--- src/rtl/bellek_pkg.sv ---
// Shared definitions for the iomem memory-side responder: FSM encoding,
// default error pattern, full-word strobe and dispatch helpers.
package bellek_pkg;

    typedef enum logic [2:0] {
        ST_IDLE = 3'd0,
        ST_LAT  = 3'd1,
        ST_RD   = 3'd2,
        ST_RDW  = 3'd3,
        ST_WR   = 3'd4,
        ST_RESP = 3'd5
    } durum_t;

    localparam logic [31:0] ERR_DATA_VARSAYILAN = 32'hDEAD_BEEF;
    localparam logic [3:0]  WSTRB_FULL          = 4'hF;

    // True when the byte address falls inside [base, base+bytes).
    function automatic logic aralikta(input logic [31:0] addr,
                                      input logic [31:0] base,
                                      input logic [31:0] bytes);
        return (addr >= base) && ((addr - base) < bytes);
    endfunction

    // First memory-facing state once any wait states have elapsed.
    // Partial writes start with a read so the untouched bytes can be merged.
    function automatic durum_t dispatch(input logic       in_range,
                                        input logic [3:0] wstrb);
        if (!in_range)
            return ST_RESP;
        if (wstrb == WSTRB_FULL)
            return ST_WR;
        return ST_RD;
    endfunction

endpackage

--- src/rtl/bellek_bayt_birlestirici.sv ---
// Combinational byte merge: each byte lane takes the new value when its
// strobe is set, otherwise keeps the old word's byte.
module bellek_bayt_birlestirici (
    input  logic [31:0] old_word,
    input  logic [31:0] new_word,
    input  logic [3:0]  wstrb,
    output logic [31:0] merged
);

    // Per-lane select between the old and new byte.
    always_comb begin
        merged = old_word;
        for (int i = 0; i < 4; i++) begin
            if (wstrb[i])
                merged[8*i +: 8] = new_word[8*i +: 8];
        end
    end

endmodule

--- src/rtl/iomem_bellek_denetleyici.sv ---
// Memory-side responder for the iomem bus. One request at a time, optional
// wait states, read-modify-write for partial strobes, error response for
// addresses outside the served window.
module iomem_bellek_denetleyici
    import bellek_pkg::*;
#(
    parameter logic [31:0] BASE_ADDR   = 32'h4000_0000,
    parameter logic [31:0] MEM_BYTES   = 32'h0004_0000,
    parameter int          WAIT_CYCLES = 1,
    parameter logic [31:0] ERR_DATA    = ERR_DATA_VARSAYILAN
) (
    input  logic        clk_i,
    input  logic        rst_i,
    input  logic        iomem_valid_i,
    output logic        iomem_ready_o,
    input  logic [3:0]  iomem_wstrb_i,
    input  logic [31:0] iomem_addr_i,
    input  logic [31:0] iomem_wdata_i,
    output logic [31:0] iomem_rdata_o,
    output logic        mem_cmd_valid_o,
    output logic [31:0] mem_cmd_addr_o,
    output logic        mem_wr_en_o,
    output logic [31:0] mem_wr_data_o,
    input  logic [31:0] mem_rd_data_i,
    output logic        err_o,
    output logic [7:0]  err_count_o
);

    // Counter value on the last wait cycle; unused when there are no wait states.
    localparam logic [3:0] WAIT_LAST = (WAIT_CYCLES > 0) ? 4'(WAIT_CYCLES - 1) : 4'd0;

    durum_t      state_q;
    durum_t      state_d;
    logic [29:0] word_addr_q;
    logic [31:0] wdata_q;
    logic [3:0]  wstrb_q;
    logic        in_range_q;
    logic [31:0] rdata_q;
    logic [3:0]  wait_cnt_q;
    logic [7:0]  err_cnt_q;
    logic        in_range_d;
    logic [31:0] merged;

    assign in_range_d = aralikta(iomem_addr_i, BASE_ADDR, MEM_BYTES);

    bellek_bayt_birlestirici u_birlestirici (
        .old_word (rdata_q),
        .new_word (wdata_q),
        .wstrb    (wstrb_q),
        .merged   (merged)
    );

    // State register.
    always_ff @(posedge clk_i or posedge rst_i) begin
        if (rst_i)
            state_q <= ST_IDLE;
        else
            state_q <= state_d;
    end

    // Capture the request once, in IDLE; later changes on the bus are ignored.
    always_ff @(posedge clk_i or posedge rst_i) begin
        if (rst_i) begin
            word_addr_q <= '0;
            wdata_q     <= '0;
            wstrb_q     <= '0;
            in_range_q  <= 1'b0;
        end else if (state_q == ST_IDLE && iomem_valid_i) begin
            word_addr_q <= iomem_addr_i[31:2];
            wdata_q     <= iomem_wdata_i;
            wstrb_q     <= iomem_wstrb_i;
            in_range_q  <= in_range_d;
        end
    end

    // Wait-state counter: counts only while in LAT, cleared elsewhere.
    always_ff @(posedge clk_i or posedge rst_i) begin
        if (rst_i)
            wait_cnt_q <= '0;
        else if (state_q == ST_LAT)
            wait_cnt_q <= wait_cnt_q + 4'd1;
        else
            wait_cnt_q <= '0;
    end

    // Memory read data arrives the cycle after the read command.
    always_ff @(posedge clk_i or posedge rst_i) begin
        if (rst_i)
            rdata_q <= '0;
        else if (state_q == ST_RDW)
            rdata_q <= mem_rd_data_i;
    end

    // Saturating count of out-of-range responses.
    always_ff @(posedge clk_i or posedge rst_i) begin
        if (rst_i)
            err_cnt_q <= '0;
        else if (state_q == ST_RESP && !in_range_q && err_cnt_q != 8'hFF)
            err_cnt_q <= err_cnt_q + 8'd1;
    end

    // Next-state logic.
    always_comb begin
        state_d = state_q;
        case (state_q)
            ST_IDLE: begin
                if (iomem_valid_i) begin
                    if (WAIT_CYCLES > 0)
                        state_d = ST_LAT;
                    else
                        state_d = dispatch(in_range_d, iomem_wstrb_i);
                end
            end
            ST_LAT: begin
                if (wait_cnt_q == WAIT_LAST)
                    state_d = dispatch(in_range_q, wstrb_q);
            end
            ST_RD:   state_d = ST_RDW;
            ST_RDW:  state_d = (wstrb_q == 4'h0) ? ST_RESP : ST_WR;
            ST_WR:   state_d = ST_RESP;
            ST_RESP: state_d = ST_IDLE;
            default: state_d = ST_IDLE;
        endcase
    end

    // Outputs decoded from the current state; everything idles at zero.
    always_comb begin
        iomem_ready_o   = 1'b0;
        iomem_rdata_o   = '0;
        mem_cmd_valid_o = 1'b0;
        mem_cmd_addr_o  = '0;
        mem_wr_en_o     = 1'b0;
        mem_wr_data_o   = '0;
        err_o           = 1'b0;
        case (state_q)
            ST_RD: begin
                mem_cmd_valid_o = 1'b1;
                mem_cmd_addr_o  = {word_addr_q, 2'b00};
            end
            ST_WR: begin
                mem_cmd_valid_o = 1'b1;
                mem_cmd_addr_o  = {word_addr_q, 2'b00};
                mem_wr_en_o     = 1'b1;
                // A full strobe selects every byte of wdata, so the merge covers both cases.
                mem_wr_data_o   = merged;
            end
            ST_RESP: begin
                iomem_ready_o = 1'b1;
                err_o         = !in_range_q;
                if (wstrb_q == 4'h0)
                    iomem_rdata_o = in_range_q ? rdata_q : ERR_DATA;
            end
            default: ;
        endcase
    end

    assign err_count_o = err_cnt_q;

endmodule
--- config.mk ---
export PLATFORM = sky130hd
export DESIGN_NAME = iomem_bellek_denetleyici
export DESIGN_NICKNAME = d
export VERILOG_FILES = /design/src/rtl/bellek_pkg.sv /design/src/rtl/bellek_bayt_birlestirici.sv /design/src/rtl/iomem_bellek_denetleyici.sv
export SDC_FILE = /design/constraint.sdc
export NUM_CORES = 1
export LEC_CHECK = 0
export ABC_AREA = 0
export ABC_CLOCK_PERIOD_IN_PS = 3500
export BUFFER_PORTS_ARGS = -buffer_cell sky130_fd_sc_hd__buf_4
export CAP_MARGIN = 20
export CORE_UTILIZATION = 45
export CTS_CLUSTER_DIAMETER = 50
export DETAILED_ROUTE_END_ITERATION = 8
export PLACE_DENSITY_LB_ADDON = 0.2
export SYNTH_ARGS = -nofsm -noshare
export SYNTH_HDL_FRONTEND = slang
export SYNTH_SLANG_ARGS = --single-unit
--- constraint.sdc ---
create_clock -name clk_i -period 3.5 [get_ports clk_i]
set_clock_uncertainty 0.2 [all_clocks]
set_input_delay 0.35 -clock clk_i [delete_from_list [all_inputs] [get_ports clk_i]]
set_output_delay 0.35 -clock clk_i [all_outputs]
set_load 0.01 [all_outputs]
== Yosys cells after proc, flatten, opt, wreduce, memory -nomap -nowiden ==
Cells that the tools add are included.

* $add $sub $neg: 3
* Magnitude comparators: 2
* Equality and inequality tests: 9
* Multiplexer cells: 29
* Reductions and logical operators: 10

{| class="wikitable"
|+ Operators by type and width
! operator !! number
|-
| $mux W32 || 5
|-
| $ge A32 B31 Y1 const B || 1
|-
| $lt A32 B19 Y1 const B || 1
|-
| $mux W8 || 4
|-
| $sub A32 B31 Y32 const B || 1
|-
| $mux W3 || 6
|-
| $pmux W3 S5 || 1
|-
| $mux W1 || 12
|-
| $add A8 B1 Y8 const B || 1
|-
| $logic_not A4 Y1 || 2
|-
| $ne A8 B8 Y1 const B || 1
|-
| $eq A3 B2 Y1 const B || 2
|-
| $eq A3 B3 Y1 const B || 2
|-
| $add A4 B1 Y4 const B || 1
|-
| $eq A4 B4 Y1 const B || 1
|-
| $logic_and A1 B1 Y1 || 4
|-
| $mux W4 || 1
|-
| $eq A3 B1 Y1 const B || 1
|-
| $logic_not A3 Y1 || 1
|-
| $ne A2 B1 Y1 const B || 1
|-
| $ne A2 B2 Y1 const B || 1
|-
| $reduce_and A2 Y1 || 1
|-
| $reduce_or A2 Y1 || 1
|-
| $logic_not A1 Y1 || 1
|}

* Bits in registers: 114

== Logic depth before layout (Yosys ltp) ==
Gate-level depths: netlist (run 1).

* Depth after elaboration: 10
* Depth in mapped cells: 6
* Mapped depth without buffers: 4

== Cells and area by module ==
From an unflattened synthesis (run 1), not the netlist that was laid out.

* Cells, all modules: 470
* Area, all modules: 5806.8 um^2

{| class="wikitable"
|+ Modules (own cells, without submodules)
! module !! instances !! cells an instance !! area an instance (um^2) !! seq. area each (um^2)
|-
| iomem_bellek_denetleyici || 1 || 434 || 5281.3 || 2852.7
|-
| bellek_bayt_birlestirici || 1 || 36 || 525.5 || 0.0
|}

== Worst setup path after synthesis (run 1) ==
No wires, ideal clock.

* Path kind: reg2out
* Start: register state_q[1]
* End: output iomem_rdata_o[10]
* Arrival: 1.375 ns
* Required time: 2.950 ns
* Slack: 1.575 ns
* Stages on the path, launching flop included: 6
* Cells stage by stage: dfrtp_1 > buf_2 > and3b_1 > nand2_1 > clkbuf_1 > a21oi_1

* Longest elaborated chain between the ends: 2

{| class="wikitable"
|+ Ends and longest elaborated chain
! item !! line !! source
|-
| start, declared || iomem_bellek_denetleyici.sv:32 || <nowiki>durum_t state_q;</nowiki>
|-
| start signal, assigned || iomem_bellek_denetleyici.sv:58 || <nowiki>state_q <= state_d;</nowiki>
|-
| $eq A3 B3 Y1 || iomem_bellek_denetleyici.sv:135 || <nowiki>case (state_q)</nowiki>
|-
| $mux W32 || iomem_bellek_denetleyici.sv:135 ||
|-
| end, declared || iomem_bellek_denetleyici.sv:19 || <nowiki>output logic [31:0] iomem_rdata_o,</nowiki>
|}

Every way passes these cells.

== Worst setup path in the final report (run 1) ==
* Start: register wstrb_q[0]
* End: output iomem_rdata_o[15]

* Longest elaborated chain between the ends: 3

{| class="wikitable"
|+ Ends and longest elaborated chain
! item !! line !! source
|-
| start, declared || iomem_bellek_denetleyici.sv:36 || <nowiki>logic [3:0] wstrb_q;</nowiki>
|-
| start signal, assigned || iomem_bellek_denetleyici.sv:71 || <nowiki>wstrb_q <= iomem_wstrb_i;</nowiki>
|-
| $logic_not A4 Y1 || iomem_bellek_denetleyici.sv:150 || <nowiki>if (wstrb_q == 4'h0)</nowiki>
|-
| $mux W32 || iomem_bellek_denetleyici.sv:150 ||
|-
| $mux W32 || iomem_bellek_denetleyici.sv:135 ||
|}

Every way passes these cells.

==> metrics.md, run 1 <==
| Metric | Value |
|---|---|
| Status | `finished, final reports clean` |
| Drt pass-1 iters | `4` |
| Die Ht | `112.9 um` |
| Number of synthesized flops with an enable pin | `0` |
| Gp weighted congestion | `0.7626` |
| Switching pwr | `1.802 mW` |
| Via count | `4666` |
| Hold path start | `iomem_valid_i` |
| CTS max path bufs | `2` |
| Worst Hold Class | `input pin to flip-flop` |
| Reg-to-reg endpoint | `rdata_q[9]` |
| Clock-pin slew on the worst setup and hold paths | `~50 ps` |
| Initial antenna violation count | `0` |
| Core area | `0.01201 mm^2` |
| Logic pwr share | `32.1%` |
| DR iter-0 viols | `268` |
| Internal power | `~4.1 mW` |
| Reg2Reg Depth | `4` |
| Met1 wire length | `6544 um` |
| Routed len/inst | `~16 um` |
| Maximum vdd drop | `316.0 uV` |
| Mapped Cells | `473` |
| Initial Util | `46.09%` |
| Final Cell Area | `0.008816 mm^2` |
| Post-cts gate resize count | `0` |
| Async SR Flop Fraction | `100.0%` |
| Cell variety after synth | `42` |
| Overall routed net length | `15070 um` |
| DR WL met2 | `7715 um` |
| Total CTS buffers | `17` |
| RSZ-0062 raised after global routing | `false` |
| Worst slack at placement | `about 850 ps` |
| Worst setup path class | `flip-flop to primary output` |
| Slowest CP cell | `nand2_1` |
| Global-route wire length before repair | `24050 um` |
| Final Util | `73.40%` |
| Htree depth | `4` |
| Adder-cell area share of the yosys netlist | `0.6780%` |
| Rel. slew slack | `32.74%` |
| Final setup fails | `0` |
| RR Startpoint | `state_q[0]` |
| Fill cell count | `just over 800` |
| Multi-input logic area | `0.002399 mm^2` |
| Simple-Gate Fraction of Synth Area | `~11%` |
| Net Sw Frac | `30.57%` |
| GRT Overall Usage | `24.16%` |
| R2r setup slk | `1190 ps` |
| Hold path depth | `4` |
| Xor-xnor portion of the synthesized cell area | `1.107%` |
| Vias in the first global route | `between 4000 and 5000` |
| Drt via density | `4.996` |
| CTS tree | `built` |
| Total global routing overflow | `0` |
| Critical path arrival | `2630 ps` |
| Die X | `112.9 um` |
| Crit-path cells | `nor4_1 > nand2_1 > a21oi_1 > buf_4` |
| Worst Hold End | `state_q[0]` |
| Antenna fix cells | `0` |
| Worst-Margin Slew | `1006 ps` |
| Fmax | `314.8 MHz` |
| Fin crit period | `3176 ps` |
| Port bufs | `approximately 210` |
| Final WS setup | `323.8 ps` |
| Mapped cell area | `0.005537 mm^2` |
| Clk sinks | `114` |
| Share of layout cells above drive strength 1 | `approximately 42%` |
| Synth warn | `0` |
| Num rows | `40` |
| Area post-placement | `roughly 0.007 mm^2` |
| Total Nets Final | `880` |
| FF/Latch Area | `0.002853 mm^2` |
| Met3 WL post-DR | `a little under 700 um` |
| Clk pwr share | `30.7%` |
| Finished Layout Cells | `~930` |
| Worst setup EP type | `primary output` |
| Placed insts | `803` |
| Maxcap violations | `0` |
| Die ar. | `0.01275 mm^2` |
| Root Driver | `clkbuf_16` |
| Post-DP HPWL | `between 9000 and 10000 um` |
| Skew-Pair Late Insertion Delay | `400 ps` |
| Max-slew violations | `0` |
| Synth Area in Compound Gates | `under 10%` |
| Final hold vios | `0` |
| Worst stage delay on the critical path | `650 ps` |
| ANT nets after route | `0` |
| DRC viols | `0` |
| Startpoint class of the critical path | `flip-flop` |
| CP max FO | `24` |
| Post-synthesis mux area share | `between 20% and 30%` |
| Sequential power share | `37.2%` |
| Tcrit/Tclk final | `between 90% and 100%` |
| Seq/Total Area, Yosys | `51.53%` |
| Pin count of the biggest net entering global routing | `44` |
| Setup Total Neg Slack | `0 ps` |
| Num ports | `211` |
| DR top layer | `met4` |
| Post-Syn Area per Cell | `11.71 um^2` |
| Main combinational cell family by area after synthesis | `multiplexers` |
| Hold_ws | `162.5 ps` |
| Worst EP required | `2950 ps` |
| Power, Total | `5.894 mW` |
| Pwr/cell area | `668.5 mW/mm^2` |
| Leak pwr | `between 4 and 5 nW` |
| Top_reg_cell synth | `dfrtp_1` |
| Area Growth Syn to Fin | `59.23%` |
| Synth Register Bits | `114` |
-- power groups by stage --
| stage | combinational (mW) | clock [mW] | sequential (mW) |
|---|---|---|---|
| finish | 1.89 | 1.81 | 2.19 |
| global route | 2.06 | 1.91 | 2.26 |
| CTS | 1.89 | 1.84 | 2.18 |
| detailed placement | 1.79 | 0 | 2.20 |
| global placement | 1.75 | 0 | 2.17 |
| floorplan | 1.29 | 0 | 2.01 |
-- registers in the layout, summed over array words and instances, names as in the netlist --
register     flops
err_count_o      8
state_q          3
wdata_q         32
word_addr_q     30
rdata_q         32
in_range_q       1
wait_cnt_q       4
wstrb_q          4
-- logic make-up (layout without fill, tap and decap cells) --
kind of cell	after synthesis	after routing
XOR/XNOR	7	7
AND/OR/NAND/NOR	112	112
flip-flops	114	114
AO/OA/AOI/OAI	39	39
other	1	2
buffers and inverters	65	378
multiplexers	132	132
adder cells (fa/ha/maj)	3	3
-- cells in the final DEF, fill, tap and decap left out, types with 4 or more instances in the layout --
| cell type | netlist | layout |
|---|---|---|
| mux2_2 | 81 | 81 |
| and2_1 | 30 | 30 |
| dlygate4sd3_1 | 0 | 99 |
| bufinv_16 | 0 | 4 |
| nor2_1 | 39 | 39 |
| xor2_1 | 4 | 4 |
| mux2_1 | 19 | 19 |
| nor4_1 | 4 | 4 |
| buf_4 | 3 | 213 |
| clkbuf_16 | 0 | 17 |
| clkinvlp_4 | 0 | 8 |
| nor2b_1 | 5 | 5 |
| and3_1 | 9 | 9 |
| dfrtp_1 | 114 | 114 |
| a21oi_1 | 28 | 28 |
| inv_1 | 32 | 31 |
| nand2_1 | 7 | 7 |
| nor3_1 | 5 | 5 |
| mux2i_1 | 32 | 32 |
-- synthesized netlist by cell type (all sizes together) (3+ instances only) --
library cell,n,area (um^2)
dfrtp,114,2853
a21oi,29,148.9
clkbuf,13,48.80
nand2,7,26.28
buf,20,120.1
nand3,3,15.01
mux2,100,1126
ha,3,37.54
inv,32,120.1
xnor2,3,26.28
xor2,4,35.03
nor2,39,146.4
nor4,4,25.02
nor2b,5,31.28
nor3,5,25.02
mux2i,32,320.3
and3,9,56.30
and2,31,193.9
-- worst max path at each step --
stage | slack (ps) | startpoint | depth (start not counted) | endpoint
after floorplan | 1560 | rst_i | 1 | err_count_o[0]
after global placement | 930 | wstrb_q[0] | 4 | iomem_rdata_o[2]
after detailed placement | 850 | wstrb_q[0] | 4 | iomem_rdata_o[16]
after CTS | 410 | wstrb_q[0] | 4 | iomem_rdata_o[16]
after global routing | 220 | wstrb_q[0] | 4 | iomem_rdata_o[16]
final | 320 | wstrb_q[0] | 4 | iomem_rdata_o[15]
-- critical path: cells and delay by family, from the launching register on --
family	cells	cell delay, ps
DFF	1	590
buffers and inverters	1	180
AOI/OAI and AO/OA	1	400
and+or+nand+nor	2	1050
-- routing by layer --
layer	up-vias	global-route usage, %
met5	-	0
met4	0	7.193
met3	13	5.570
met2	153	43.37
met1	2283	28.91
li1	2217	-
-- area by class of cell --
type	count	area share, %
sequential	114	32.36
timing repair buffer	314	29.83
multi-input combinational	295	27.21
clock buffer	18	4.982
clock inverter	14	2.129
tap	147	2.086
inverter	32	1.405
-- what timing repair did --
item                                   4_1_cts  5_1_grt
endpoints found under the hold margin      120        0
hold buffers                                99        0
buffers inserted                             0        0
Power figures use the tool's default switching activity.
==> inputs of run 2 (changes only) <==
--- a/config.mk
+++ b/config.mk
@@ -9,10 +9,12 @@
 export ABC_CLOCK_PERIOD_IN_PS = 3500
 export BUFFER_PORTS_ARGS = -buffer_cell sky130_fd_sc_hd__buf_4
 export CAP_MARGIN = 20
+export CORE_MARGIN = 3
 export CORE_UTILIZATION = 45
 export CTS_CLUSTER_DIAMETER = 50
 export DETAILED_ROUTE_END_ITERATION = 8
 export PLACE_DENSITY_LB_ADDON = 0.2
+export RECOVER_POWER = 100
 export SYNTH_ARGS = -nofsm -noshare
 export SYNTH_HDL_FRONTEND = slang
 export SYNTH_SLANG_ARGS = --single-unit
==> metrics.md, run 2 (synthesis results as in run 1) <==
| Metric | Value |
|---|---|
| Met1 wire length | `6442 um (was 6544 um)` |
| Total CTS buffers | `17 (unchanged)` |
| Area Growth Syn to Fin | `52.68% (was 59.23%)` |
| CTS max path bufs | `2 (unchanged)` |
| Status | `complete, but fails checks (was finished, final reports clean)` |
| Post-DP HPWL | `9914 um (was 9175 um)` |
| Fmax | `319.7 MHz (was 314.8 MHz)` |
| Final Cell Area | `0.008453 mm^2 (was 0.008816 mm^2)` |
| Num ports | `211 (unchanged)` |
| Met3 WL post-DR | `983 um (was 690 um)` |
| Port bufs | `206 (unchanged)` |
| Drt via density | `5.043 (was 4.996)` |
| Die Ht | `116.9 um (was 112.9 um)` |
| Worst-Margin Slew | `1848 ps (was 1006 ps)` |
| Sequential power share | `37.3% (was 37.2%)` |
| Power, Total | `5.753 mW (was 5.894 mW)` |
| Final hold vios | `0 (unchanged)` |
| GRT Overall Usage | `24.42% (was 24.16%)` |
| CP delay by family, top | `simple AND/OR/NAND/NOR gates (unchanged)` |
| Failing checks | `capacitance limit, slew limit` |
| Routed len/inst | `17.30 um (was 16.14 um)` |
| CTS tree | `built (unchanged)` |
| Pwr/cell area | `680.6 mW/mm^2 (was 668.5 mW/mm^2)` |
| Setup Total Neg Slack | `0 ps (unchanged)` |
| Fill cell count | `871 (was 809)` |
| Drt pass-1 iters | `4 (unchanged)` |
| Root Driver | `clkbuf_16 (unchanged)` |
| Initial antenna violation count | `0 (unchanged)` |
| Worst stage delay on the critical path | `630 ps (was 650 ps)` |
| Net Sw Frac | `31.63% (was 30.57%)` |
| DR WL met2 | `8400 um (was 7715 um)` |
| Worst setup path class | `flip-flop to primary output (unchanged)` |
| Post-cts gate resize count | `0 (unchanged)` |
| Die ar. | `0.01367 mm^2 (was 0.01275 mm^2)` |
| Slowest CP cell | `dfrtp_1 (was nand2_1)` |
| Skew-Pair Late Insertion Delay | `410 ps (was 400 ps)` |
| Overall routed net length | `16140 um (was 15070 um)` |
| CP bufs+invs | `2 (was 1)` |
| Vias in the first global route | `5110 (was 4879)` |
| Most common cell after layout, fill and taps aside | `buf_4 (unchanged)` |
| Critical path arrival | `2580 ps (was 2630 ps)` |
| Global-route wire length before repair | `25510 um (was 24050 um)` |
| Maximum vdd drop | `385.8 uV (was 316.0 uV)` |
| Core area | `0.01171 mm^2 (was 0.01201 mm^2)` |
| Rel. slew slack | `-23.20% (was 32.74%)` |
| DRC viols | `0 (unchanged)` |
| Max-slew violations | `39 (was 0)` |
| Clk sinks | `114 (unchanged)` |
| Switching pwr | `1.820 mW (was 1.802 mW)` |
| Num rows | `39 (was 40)` |
| Tcrit/Tclk final | `89.37% (was 90.75%)` |
| DR top layer | `met4 (unchanged)` |
| Die X | `116.9 um (was 112.9 um)` |
| Area post-placement | `0.007188 mm^2 (was 0.007198 mm^2)` |
| CP max FO | `18 (was 24)` |
| DR iter-0 viols | `157 (was 268)` |
| Initial Util | `47.28% (was 46.09%)` |
| Total global routing overflow | `0 (unchanged)` |
| Worst Hold Class | `input pin to flip-flop (unchanged)` |
| Clk pwr share | `31.0% (was 30.7%)` |
| Most frequent cells in the layout | `126 x buf_4, 114 x dfrtp_1, 99 x dlygate4sd3_1, 87 x clkbuf_1, 80 x mux2_2 (was 213 x buf_4, 114 x dfrtp_1, 99 x dlygate4sd3_1, 81 x mux2_2, 39 x nor2_1)` |
| Clock-pin slew on the worst setup and hold paths | `50 ps (about the same)` |
| Logic pwr share | `31.7% (was 32.1%)` |
| Htree depth | `4 (unchanged)` |
| Leak pwr | `3.977 nW (was 4.335 nW)` |
| Fin crit period | `3128 ps (was 3176 ps)` |
| Final Util | `72.18% (was 73.40%)` |
| Gp weighted congestion | `0.8143 (was 0.7626)` |
| Pin count of the biggest net entering global routing | `71 (was 44)` |
| Crit-path cells | `nor4_1 > nand2_1 > clkbuf_2 > a21oi_1 > clkbuf_1 (was nor4_1 > nand2_1 > a21oi_1 > buf_4)` |
| ANT nets after route | `0 (unchanged)` |
| Worst EP required | `2950 ps (about the same)` |
| Total Nets Final | `882 (was 880)` |
| Via count | `4705 (was 4666)` |
| Worst setup EP type | `primary output (unchanged)` |
| Startpoint class of the critical path | `flip-flop (unchanged)` |
| Maxcap violations | `1 (was 0)` |
| Internal power | `3.933 mW (was 4.092 mW)` |
| Final setup fails | `0 (unchanged)` |
| Share of layout cells above drive strength 1 | `30.93% (was 42.44%)` |
| Largest registers | `rdata_q: 32 flops, wdata_q: 32 flops, word_addr_q: 30 flops (unchanged)` |
| RSZ-0062 raised after global routing | `false (unchanged)` |
run 2: cell count changes in the layout (fill, tap and decap cells not counted), sizes merged:
| cell | before | now |
|---|---|---|
| dlymetal6s4s | 0 | 1 |
| buf | 215 | 127 |
| clkbuf | 18 | 111 |
| diode | 0 | 1 |
| bufinv | 4 | 3 |
| clkinv | 3 | 5 |
| clkinvlp | 8 | 3 |
run 2: area by class of cell:
cell class                      instances  area, um^2  area share, %
Antenna cell                            1       2.502        0.02960
Clock buffer                           22       484.2          5.728
Clock inverter                         10       130.1          1.539
Inverter                               32       121.4          1.436
Multi-Input combinational cell        295        2374          28.08
Sequential cell                       114        2853          33.75
Tap cell                              143       178.9          2.117
Timing Repair Buffer                  316        2310          27.32
run 2: worst paths after layout:
path	from	end	slack [ps]	cells after the start
max in group asynchronous	rst_i	word_addr_q[12]	670	5
hold / removal	iomem_valid_i	state_q[0]	140	4
hold reg to reg	wait_cnt_q[0]	wait_cnt_q[0]	280	1
setup reg to reg	state_q[0]	rdata_q[13]	650	4
min in group asynchronous	rst_i	word_addr_q[7]	230	3
setup / recovery	wstrb_q[2]	iomem_rdata_o[0]	370	5
run 2: per-stage QoR:
step                      hold WS (ps)  instances  setup slack (ps)
after floorplan                  252.6        474              1565
final                            139.5        933             372.1
after detailed placement         275.4        800             967.7
after CTS                        131.9        931             517.8
after global routing             181.8        932             178.3
after global placement           266.8        800             980.8
run 2: timing repair:
item,in CTS,in global routing
endpoints found under the hold margin,142,0
buffers inserted,0,0
setup endpoints to repair,0,0
hold buffers,99,0
run 2: power by group through the flow:
stage / sequential [mW] / clock (mW) / combinational [mW]
after global routing: 2.21 / 1.88 / 2.00
after floorplan: 2.01 / 0 / 1.29
after detailed placement: 2.16 / 0 / 1.89
after global placement: 2.13 / 0 / 1.84
final: 2.15 / 1.78 / 1.82
after CTS: 2.15 / 1.80 / 1.99
run 2: tightest hold or removal path, cell delays in order:
cell and delay [ps]:
buf_4 80, nor3_1 40, nor3_1 130, a211o_1 120
run 2: layer usage:
metal | global-route usage (%) | vias to the layer above
li1 | - | 2209
met1 | 27.21 | 2297
met2 | 43.42 | 171
met3 | 7.558 | 28
met4 | 9.862 | 0
met5 | 0 | -
